--- config.mk ---
export PLATFORM = sky130hd
export DESIGN_NAME = sel_arbiter_flat
export DESIGN_NICKNAME = d
export VERILOG_FILES = /design/src/rtl/gf_sel_pkg.sv /design/src/rtl/sel_arbiter_if.sv /design/src/rtl/rr_pick.sv /design/src/rtl/sel_arbiter.sv /design/src/flat_wrapper.sv
export SDC_FILE = /design/constraint.sdc
export NUM_CORES = 1
export LEC_CHECK = 0
export BUFFER_PORTS_ARGS = -buffer_cell sky130_fd_sc_hd__buf_4
export CORE_MARGIN = 5
export CORE_UTILIZATION = 55
export CTS_CLUSTER_DIAMETER = 30
export DETAILED_ROUTE_END_ITERATION = 12
export PLACE_DENSITY = 0.9
export SKIP_LAST_GASP = 1
export SYNTH_ARGS = -nofsm -noshare
export SYNTH_HDL_FRONTEND = slang
export SYNTH_HIERARCHICAL = 1
export SYNTH_SLANG_ARGS = --single-unit
--- constraint.sdc ---
create_clock -name clk -period 3.4 [get_ports clk]
set_input_delay 0 -clock clk [delete_from_list [all_inputs] [get_ports clk]]
set_output_delay 0 -clock clk [all_outputs]
set_load 0.05 [all_outputs]
--- src/rtl/gf_sel_pkg.sv ---
// Shared defaults and FSM encoding for the select-path arbiter.
// Pure declarations: no logic, no latency, no flow control.
package gf_sel_pkg;

    localparam int N_REQ_DEF     = 8;
    localparam int SEL_W_DEF     = 3;
    localparam int DRAIN_CYC_DEF = 2;
    localparam int CNT_W         = 16;

    typedef enum logic [1:0] {
        IDLE  = 2'd0,
        GRANT = 2'd1,
        DRAIN = 2'd2
    } state_t;

endpackage

--- src/rtl/sel_arbiter_if.sv ---
// Requester/arbiter bundle: requests, packet framing, backpressure and grant status.
// master drives the request side; slave is the arbiter.
interface sel_arbiter_if
    import gf_sel_pkg::*;
#(
    parameter int N_REQ = N_REQ_DEF,
    parameter int SEL_W = SEL_W_DEF
) ();

    logic [N_REQ-1:0] req;
    logic [N_REQ-1:0] last;
    logic             hold;
    logic             clr_err;
    logic [N_REQ-1:0] gnt;
    logic [SEL_W-1:0] sel;
    logic             sel_valid;
    logic             busy;
    logic [CNT_W-1:0] pkt_cnt;
    logic             err;

    modport master (
        output req, last, hold, clr_err,
        input  gnt, sel, sel_valid, busy, pkt_cnt, err
    );

    modport slave (
        input  req, last, hold, clr_err,
        output gnt, sel, sel_valid, busy, pkt_cnt, err
    );

endinterface

--- src/rtl/rr_pick.sv ---
// Round-robin search: first asserted request at or after ptr, wrapping at N_REQ-1.
// Purely combinational, zero latency, no backpressure.
module rr_pick #(
    parameter int N_REQ = 8,
    parameter int SEL_W = 3
) (
    input  logic [N_REQ-1:0] req,
    input  logic [SEL_W-1:0] ptr,
    output logic [SEL_W-1:0] idx,
    output logic             found
);

    logic [SEL_W:0] cand;

    // Walk offsets from farthest to nearest so the nearest hit overwrites the rest.
    always_comb begin
        idx   = '0;
        found = 1'b0;
        cand  = '0;
        for (int i = N_REQ - 1; i >= 0; i--) begin
            cand = {1'b0, ptr} + (SEL_W+1)'(i);
            if (cand >= (SEL_W+1)'(N_REQ)) begin
                cand = cand - (SEL_W+1)'(N_REQ);
            end
            if (req[cand[SEL_W-1:0]]) begin
                idx   = cand[SEL_W-1:0];
                found = 1'b1;
            end
        end
    end

endmodule

--- src/rtl/sel_arbiter.sv ---
// Packet-granular round-robin arbiter for a shared select path; grant registered one cycle after request.
// hold stalls the granted packet in place; each packet is followed by DRAIN_CYC cycles with sel frozen.
module sel_arbiter
    import gf_sel_pkg::*;
#(
    parameter int N_REQ     = N_REQ_DEF,
    parameter int SEL_W     = SEL_W_DEF,
    parameter int DRAIN_CYC = DRAIN_CYC_DEF
) (
    input  logic          clk,
    input  logic          rst,
    sel_arbiter_if.slave  bus
);

    localparam int DCW = (DRAIN_CYC > 1) ? $clog2(DRAIN_CYC) : 1;

    state_t           state_q, state_d;
    logic [SEL_W-1:0] ptr_q, ptr_d;
    logic [SEL_W-1:0] sel_q, sel_d;
    logic [N_REQ-1:0] gnt_q, gnt_d;
    logic [DCW-1:0]   drain_q, drain_d;
    logic [CNT_W-1:0] pkt_cnt_q, pkt_cnt_d;
    logic             err_q, err_d;

    logic [SEL_W-1:0] pick_idx;
    logic             pick_found;
    logic [SEL_W-1:0] sel_inc;
    logic             drop;
    logic             xfer_last;

    rr_pick #(
        .N_REQ (N_REQ),
        .SEL_W (SEL_W)
    ) u_pick (
        .req   (bus.req),
        .ptr   (ptr_q),
        .idx   (pick_idx),
        .found (pick_found)
    );

    assign sel_inc   = (sel_q == SEL_W'(N_REQ - 1)) ? '0 : sel_q + SEL_W'(1);
    assign drop      = ~bus.req[sel_q];
    assign xfer_last = bus.req[sel_q] & ~bus.hold & bus.last[sel_q];

    // A dropped request ends the packet even under hold, so the path is never left stuck.
    always_comb begin
        state_d   = state_q;
        ptr_d     = ptr_q;
        sel_d     = sel_q;
        gnt_d     = gnt_q;
        drain_d   = drain_q;
        pkt_cnt_d = pkt_cnt_q;
        err_d     = err_q & ~bus.clr_err;
        unique case (state_q)
            IDLE: begin
                if (pick_found) begin
                    state_d = GRANT;
                    sel_d   = pick_idx;
                    gnt_d   = N_REQ'(1) << pick_idx;
                end
            end
            GRANT: begin
                if (drop || xfer_last) begin
                    state_d = (DRAIN_CYC == 0) ? IDLE : DRAIN;
                    ptr_d   = sel_inc;
                    gnt_d   = '0;
                    drain_d = '0;
                    if (drop) begin
                        err_d = 1'b1;
                    end else begin
                        pkt_cnt_d = pkt_cnt_q + CNT_W'(1);
                    end
                end
            end
            DRAIN: begin
                if (drain_q == DCW'(DRAIN_CYC - 1)) begin
                    state_d = IDLE;
                end else begin
                    drain_d = drain_q + DCW'(1);
                end
            end
            default: begin
                state_d = IDLE;
                gnt_d   = '0;
            end
        endcase
    end

    always_ff @(posedge clk or posedge rst) begin
        if (rst) begin
            state_q   <= IDLE;
            ptr_q     <= '0;
            sel_q     <= '0;
            gnt_q     <= '0;
            drain_q   <= '0;
            pkt_cnt_q <= '0;
            err_q     <= 1'b0;
        end else begin
            state_q   <= state_d;
            ptr_q     <= ptr_d;
            sel_q     <= sel_d;
            gnt_q     <= gnt_d;
            drain_q   <= drain_d;
            pkt_cnt_q <= pkt_cnt_d;
            err_q     <= err_d;
        end
    end

    assign bus.gnt       = gnt_q;
    assign bus.sel       = sel_q;
    assign bus.sel_valid = (state_q == GRANT);
    assign bus.busy      = (state_q != IDLE);
    assign bus.pkt_cnt   = pkt_cnt_q;
    assign bus.err       = err_q;

endmodule

--- src/flat_wrapper.sv ---
// flat-port wrapper written by rule: the top's interface ports become plain ports
module sel_arbiter_flat import gf_sel_pkg::*;
#(
    parameter int N_REQ     = N_REQ_DEF,
    parameter int SEL_W     = SEL_W_DEF,
    parameter int DRAIN_CYC = DRAIN_CYC_DEF
)
  (clk, rst, bus_req, bus_last, bus_hold, bus_clr_err, bus_gnt, bus_sel, bus_sel_valid, bus_busy, bus_pkt_cnt, bus_err);
  sel_arbiter_if #(.N_REQ(N_REQ), .SEL_W(SEL_W)) bus_i ();
  input  logic clk;
  input  logic rst;
  input wire logic [$bits(bus_i.req)-1:0] bus_req;
  input wire logic [$bits(bus_i.last)-1:0] bus_last;
  input wire logic [$bits(bus_i.hold)-1:0] bus_hold;
  input wire logic [$bits(bus_i.clr_err)-1:0] bus_clr_err;
  output wire logic [$bits(bus_i.gnt)-1:0] bus_gnt;
  output wire logic [$bits(bus_i.sel)-1:0] bus_sel;
  output wire logic [$bits(bus_i.sel_valid)-1:0] bus_sel_valid;
  output wire logic [$bits(bus_i.busy)-1:0] bus_busy;
  output wire logic [$bits(bus_i.pkt_cnt)-1:0] bus_pkt_cnt;
  output wire logic [$bits(bus_i.err)-1:0] bus_err;
  assign bus_i.req = bus_req;
  assign bus_i.last = bus_last;
  assign bus_i.hold = bus_hold;
  assign bus_i.clr_err = bus_clr_err;
  assign bus_gnt = bus_i.gnt;
  assign bus_sel = bus_i.sel;
  assign bus_sel_valid = bus_i.sel_valid;
  assign bus_busy = bus_i.busy;
  assign bus_pkt_cnt = bus_i.pkt_cnt;
  assign bus_err = bus_i.err;
  sel_arbiter #(.N_REQ(N_REQ), .SEL_W(SEL_W), .DRAIN_CYC(DRAIN_CYC)) u_core (.clk(clk), .rst(rst), .bus(bus_i));
endmodule
==> results of run 1 <==
==> placed cells by master (no fill, tap or decap), drive strengths merged, types with 2 or more instances in the layout <==
cell type	Yosys	routed
and3	3	3
mux4	14	14
buf	5	53
dfrtp	34	34
a21o	4	4
xor2	7	7
nor2	17	17
nor3	5	5
nand2b	5	5
o21ai	5	5
a211oi	4	4
o31ai	2	2
o22ai	2	2
nand3	3	3
nand4	4	4
mux2i	4	4
nand3b	2	2
inv	14	14
a21oi	10	10
mux2	12	12
ha	5	5
nor2b	3	3
dlygate4sd3	0	2
and2	3	3
nor4	2	2
a31oi	4	4
nand2	23	23
xnor2	11	11
o2bb2ai	6	6
clkbuf	2	6
==> final cells by class <==
class | instances | area [um2] | share of cell area (%)
clock inverter | 2 | 12.5 | 0.421
timing repair buffer | 55 | 418 | 14.1
multi-input combinational | 176 | 1490 | 50.2
inverter | 14 | 52.6 | 1.77
clock buffer | 6 | 82.6 | 2.78
tap | 52 | 65.1 | 2.19
sequential | 34 | 851 | 28.6
==> layer usage <==
metal  wire (um)  track usage [%]  up-vias
met3         483             4.92       16
met4         133             7.52        0
met1        2550             28.8     1021
li1            -                -      967
met5           0                0        -
met2        2890             34.6      127
==> through the flow <==
stage / power, mW / area, um2 / util, %
after floorplan: 2.25 / 2450 / -
after global placement: 2.65 / 2860 / 66.1
after detailed placement: 2.68 / 2860 / 66.1
after CTS: 3.02 / 2970 / 68.8
after global routing: 3.27 / 2970 / 68.8
final: 3.04 / 2970 / 68.8
==> power by group through the flow <==
| stage | registers (mW) | clock network, mW | logic (mW) |
|---|---|---|---|
| after global routing | 0.643 | 0.354 | 2.27 |
| after floorplan | 0.786 | 0 | 1.46 |
| after global placement | 0.624 | 0 | 2.02 |
| after CTS | 0.625 | 0.327 | 2.06 |
| final | 0.625 | 0.320 | 2.09 |
| after detailed placement | 0.630 | 0 | 2.05 |
==> cells by family after synthesis <==
group	share of synthesized area, %
AND/OR/NAND/NOR	15.6
AO/OA/AOI/OAI	15.4
flip-flops	34.8
multiplexers	21.0
buffers and inverters	4.29
XOR/XNOR	6.44
adder cells (fa/ha/maj)	2.56
==> worst max-delay path: cells and delay by family (launching register included) <==
family / cells / cell delay (ns)
and+or+nand+nor: 2 / 0.21
muxes: 1 / 0.43
DFF: 1 / 0.35
buffers and inverters: 1 / 0.11
AOI/OAI and AO/OA: 5 / 1.34
adders and majority gates: 1 / 0.48
==> worst paths after layout <==
path                                   startpoint                     to  slack (ns)  cells after the start
worst max-delay path              u_core/ptr_q[1]      u_core/bus.gnt[1]        0.36                     10
worst min-delay path                     bus_hold  u_core/bus.pkt_cnt[3]        0.06                      4
worst max register to register    u_core/ptr_q[1]      u_core/bus.gnt[1]        0.36                     10
worst min register to register  u_core/state_q[1]      u_core/state_q[0]        0.48                      1
max in group asynchronous                     rst        u_core/ptr_q[1]        2.74                      4
min in group asynchronous                     rst        u_core/ptr_q[0]        0.36                      4
==> flip-flops by register name, indices dropped and copies added, names as in the netlist <==
| register | cells |
|---|---|
| u_core/bus.pkt_cnt | 16 |
| u_core/bus.err | 1 |
| u_core/drain_q | 1 |
| u_core/bus.sel | 3 |
| u_core/bus.gnt | 8 |
| u_core/state_q | 2 |
| u_core/ptr_q | 3 |
==> summary.md, run 1 <==
| Metric | Value |
|---|---|
| Status | complete, no violations |
| Max Cap Viol | 0 |
| CP cell instances | inv_1, ha_1, mux4_1, a21oi_1, o211ai_1, a211oi_1, nor4b_1, o22ai_1, nor3_1, a21o_1 |
| Rel. slew slack | 51.8% |
| WS Path Type | reg -> reg |
| Final wirelength | 6.06 mm |
| Crit path max fanout | 9 |
| GRT overflow | 0 |
| Largest cells by area after synthesis | dfrtp_1, mux4_2, mux4_1 |
| Clock skew | 0.00396 ns |
| Hold Slack | 0.0628 ns |
| Final setup viols | 0 |
| RSZ-0062 raised after global routing | false |
| Cell Rows | 24 |
| Core ar. | roughly 4300 um2 |
| NumNets Final | approximately 310 |
| Worst Setup Start Kind | register |
| Max clock buf depth | 2 |
| Flop and latch count out of synthesis | 34 |
| CTS tree | built |
| Reg clk slew, reported paths | ~0.070 ns |
| Combinational power share | 68.9% |
| Final Instance Count excl. Fillers | ~340 |
| IO Port Bufs | 49 |
| Register area share after synthesis | roughly a third |
| EDFF count, synth | 0 |
| Post-Syn Area per Cell | roughly 11 um2 |
| Starting Density | 56.6% |
| Sequential share of power | 20.6% |
| Synth Cell Area | 2450 um2 |
| Layout area overhead | 21.5% |
| Hold Violations, Final | 0 |
| Routability cong. | 0.945 |
| Residual DRC | 0 |
| Hold WC Path Type | in -> reg |
| Area share of the largest cell type after synthesis | a little over a third |
| Clock root cell | clkbuf_8 |
| Fin worst setup slack | 0.363 ns |
| F_max | 329 MHz |
| Leak pwr | about 1.4 nW |
| Arr. time, crit path | 3.22 ns |
| Worst-Margin Slew | 0.719 ns |
| H-tree depth | 2 |
| Ys Warns | 6 |
| Drt first pass iters | 5 |
| Post-synth ARST share | between 90% and 100% |
| Post-CTS setup buffer count | 0 |
| Post-synth top area cell | dfrtp_1 |
| Placed insts | 329 |
| Net Count, Synth | 256 |
| Psw | 1.53 mW |
| Wire per inst | 17.9 um |
| Worst setup EP type | register |
| # fillers | 333 |
| Clk pwr share | 10.5% |
| Antenna cells | 0 |
| Detail Route Antenna Nets | 0 |
| Slowest-stage cell, CP | ha_1 |
| CTS Sinks | 34 |
| P per Cell Area | 1020 nW/um2 |
| Resized cells post-CTS | 0 |
| Vias per inst | 6.29 |
| DP HPWL | 4.47 mm |
| Full die area | ~6000 um2 |
| Int Pwr | 1.51 mW |
| Prevailing post-synth register cell | dfrtp_1 |
| Total track usage | a little over a fifth |
| Slowest cell delay on critical path | 0.48 ns |
| Cells after Synth | ~230 |
| Max-slew violations | 0 |
| Fin crit share | a little under 90% |
| Vias in the first global route | between 2000 and 2500 |
| Min Tclk post-route | approximately 3 ns |
| Largest net degree at the start of global routing | 35 |
| Via Count | 2131 |
| Top-count cell post-synth | dfrtp_1 |
| Switching part of the total power | 50.3% |
| Die H | roughly 77 um |
| Synth cell types | 58 |
| Global-route wire length before repair | 10.5 mm |
| Clock latency on the worst-skew pair | 0.29 ns |
| Initial antenna violation count | 0 |
| Hold buffer count at CTS | 2 |
| Starting DRT DRC Count | between 200 and 250 |
| TNS Setup | 0 ns |
| I/O Pins | 50 |
| CP required | 3.58 ns |
| Num CTS Buffers | 5 |
| Commonest cells in the netlist | dfrtp_1, nand2_1, nor2_1 |
| Maximum vdd drop | 0.574 mV |
| Die W | between 70 and 80 um |
| Post-place setup slack | 0.421 ns |
| Layout cells sized above 1 | between 30% and 40% |
Note: power is estimated with default switching activity, not from simulation.
==> inputs of run 2 (changes only) <==
--- a/config.mk
+++ b/config.mk
@@ -11,6 +11,7 @@
 export CTS_CLUSTER_DIAMETER = 30
 export DETAILED_ROUTE_END_ITERATION = 12
 export PLACE_DENSITY = 0.9
+export REMOVE_ABC_BUFFERS = 1
 export SKIP_LAST_GASP = 1
 export SYNTH_ARGS = -nofsm -noshare
 export SYNTH_HDL_FRONTEND = slang
==> summary.md, run 2 (synthesis gave the netlist of run 1 again) <==
| Metric | Value |
|---|---|
| Status | complete, no violations |
| Wire per inst | approximately 18 um |
| Hold Violations, Final | 0 |
| Fin crit share | roughly 90% |
| CP required | 3.57 ns |
| Full die area | 5880 um2 |
| CTS Sinks | 34 |
| Layout cells sized above 1 | around 31% |
| NumNets Final | between 300 and 400 |
| RR Startpoint | u_core/ptr_q[1] |
| Most frequent cells in the layout | buf_4, dfrtp_1, nand2_1, nor2_1, inv_1 |
| Initial antenna violation count | 0 |
| CTS tree | built |
| Min Tclk post-route | slightly above 3 ns |
| Num CTS Buffers | 5 |
| Reg-to-Reg End | u_core/bus.gnt[2] |
| Via Count | 2054 |
| F_max | roughly 330 MHz |
| Clock skew | between 0.007 and 0.008 ns |
| WS Path Type | reg -> reg |
| Max clock buf depth | 2 |
| Critical path endpoint | u_core/bus.gnt[2] |
| Post-place setup slack | 0.394 ns |
| Maximum vdd drop | 0.661 mV |
| Vias in the first global route | between 2000 and 2500 |
| GRT overflow | 0 |
| Vias per inst | 6.06 |
| Crit path max fanout | 9 |
| Detail Route Antenna Nets | 0 |
| H-tree depth | 2 |
| Layout area overhead | 21.5% |
| Cell Rows | 24 |
| Max Cap Viol | 0 |
| Die W | between 70 and 80 um |
| Arr. time, crit path | approximately 3.2 ns |
| Routability cong. | 0.990 |
| Leak pwr | 1.37 nW |
| RSZ-0062 raised after global routing | false |
| Crit path from | u_core/ptr_q[1] |
| Drt first pass iters | 4 |
| Residual DRC | 0 |
| Starting Density | roughly 57% |
| Max-slew violations | 0 |
| IO Port Bufs | 49 |
| Starting DRT DRC Count | 165 |
| Rel. slew slack | between 50% and 60% |
| Post-CTS setup buffer count | 0 |
| Largest register FFs | 16 |
| Core ar. | ~4300 um2 |
| I/O Pins | 50 |
| Global-route wire length before repair | 10.1 mm |
| Total track usage | 20.9% |
| Final wirelength | around 6.0 mm |
| Clock root cell | clkbuf_8 |
| Hold WC Path Type | in -> reg |
| Antenna cells | 0 |
| Reg2Reg Setup Slack | 0.34 ns |
| Reg clk slew, reported paths | 0.07 ns |
| Die H | around 77 um |
| Final setup viols | 0 |
| Largest net degree at the start of global routing | 26 |
| DP HPWL | 4.39 mm |
| Worst Setup Start Kind | register |
| Fin worst setup slack | 0.337 ns |
| R2R cell count | 10 |
| Worst setup EP type | register |
| Most common cell after layout, fill and taps aside | buf_4 |
| Clock latency on the worst-skew pair | 0.29 ns |
| TNS Setup | 0 ns |
| Resized cells post-CTS | 0 |
| Hold Slack | 0.0682 ns |
| Worst-Margin Slew | 0.737 ns |
| P per Cell Area | 1020 nW/um2 |
[run 2: cell counts in the layout (fill, tap and decap cells not counted)]
Identical to the previous run, type by type.
[run 2: routing by layer]
layer | routed length (um) | vias up | GRT usage [%]
li1 | - | 970 | -
met1 | 2600 | 1002 | 27.6
met2 | 2940 | 78 | 34.8
met3 | 392 | 4 | 4.45
met4 | 34 | 0 | 5.77
met5 | 0 | - | 0
[run 2: worst min-delay path by stage]
stage / cells past startpoint / from / to / slack (ns)
final: 4 / bus_hold / u_core/bus.pkt_cnt[9] / 0.07
after floorplan: 1 / bus_clr_err / u_core/bus.err / 0.09
after detailed placement: 2 / rst / u_core/bus.gnt[7] / -0.003
after global routing: 4 / bus_hold / u_core/bus.pkt_cnt[9] / 0.07
after global placement: 2 / rst / u_core/bus.gnt[6] / -0.01
after CTS: 4 / bus_hold / u_core/bus.pkt_cnt[9] / 0.06
[run 2: where the power goes]
| part | total, mW | switching (mW) | internal (mW) |
|---|---|---|---|
| clock | 0.310 | 0.148 | 0.163 |
| combinational | 2.09 | 1.24 | 0.845 |
| sequential | 0.621 | 0.118 | 0.503 |
[run 2: what timing repair did]
action | CTS | global route
setup endpoints to repair | 0 | 0
hold buffers | 2 | 0
hold endpoints to repair | 10 | 0
[run 2: cell type report]
cell class / instances / area (um2)
flip-flops and latches: 34 / 851
well taps: 52 / 65.1
multi-input cells: 176 / 1490
clock buffers: 6 / 82.6
fillers: 322 / 1350
inverters: 14 / 52.6
repair buffers: 55 / 418
clock inverters: 2 / 12.5
[run 2: critical path, cell delays in order, from the launching register on]
cell and delay (ns):
dfrtp_1 0.35, inv_1 0.10, ha_1 0.46, mux4_1 0.44, a21oi_1 0.34, o211ai_1 0.14
a211oi_1 0.25, nor4b_1 0.08, o22ai_1 0.49, nand2b_1 0.22, o2bb2ai_1 0.09
[run 2: through the flow]
| step | total power, mW | util [%] | instance area [um2] | std cells |
|---|---|---|---|---|
| final | 3.02 | 68.8 | 2970 | 339 |
| after global routing | 3.25 | 68.8 | 2970 | 339 |
| after detailed placement | 2.68 | 66.1 | 2860 | 329 |
| after floorplan | 2.19 | - | 2390 | 224 |
| after global placement | 2.63 | 66.1 | 2860 | 329 |
| after CTS | 3.01 | 68.8 | 2970 | 339 |
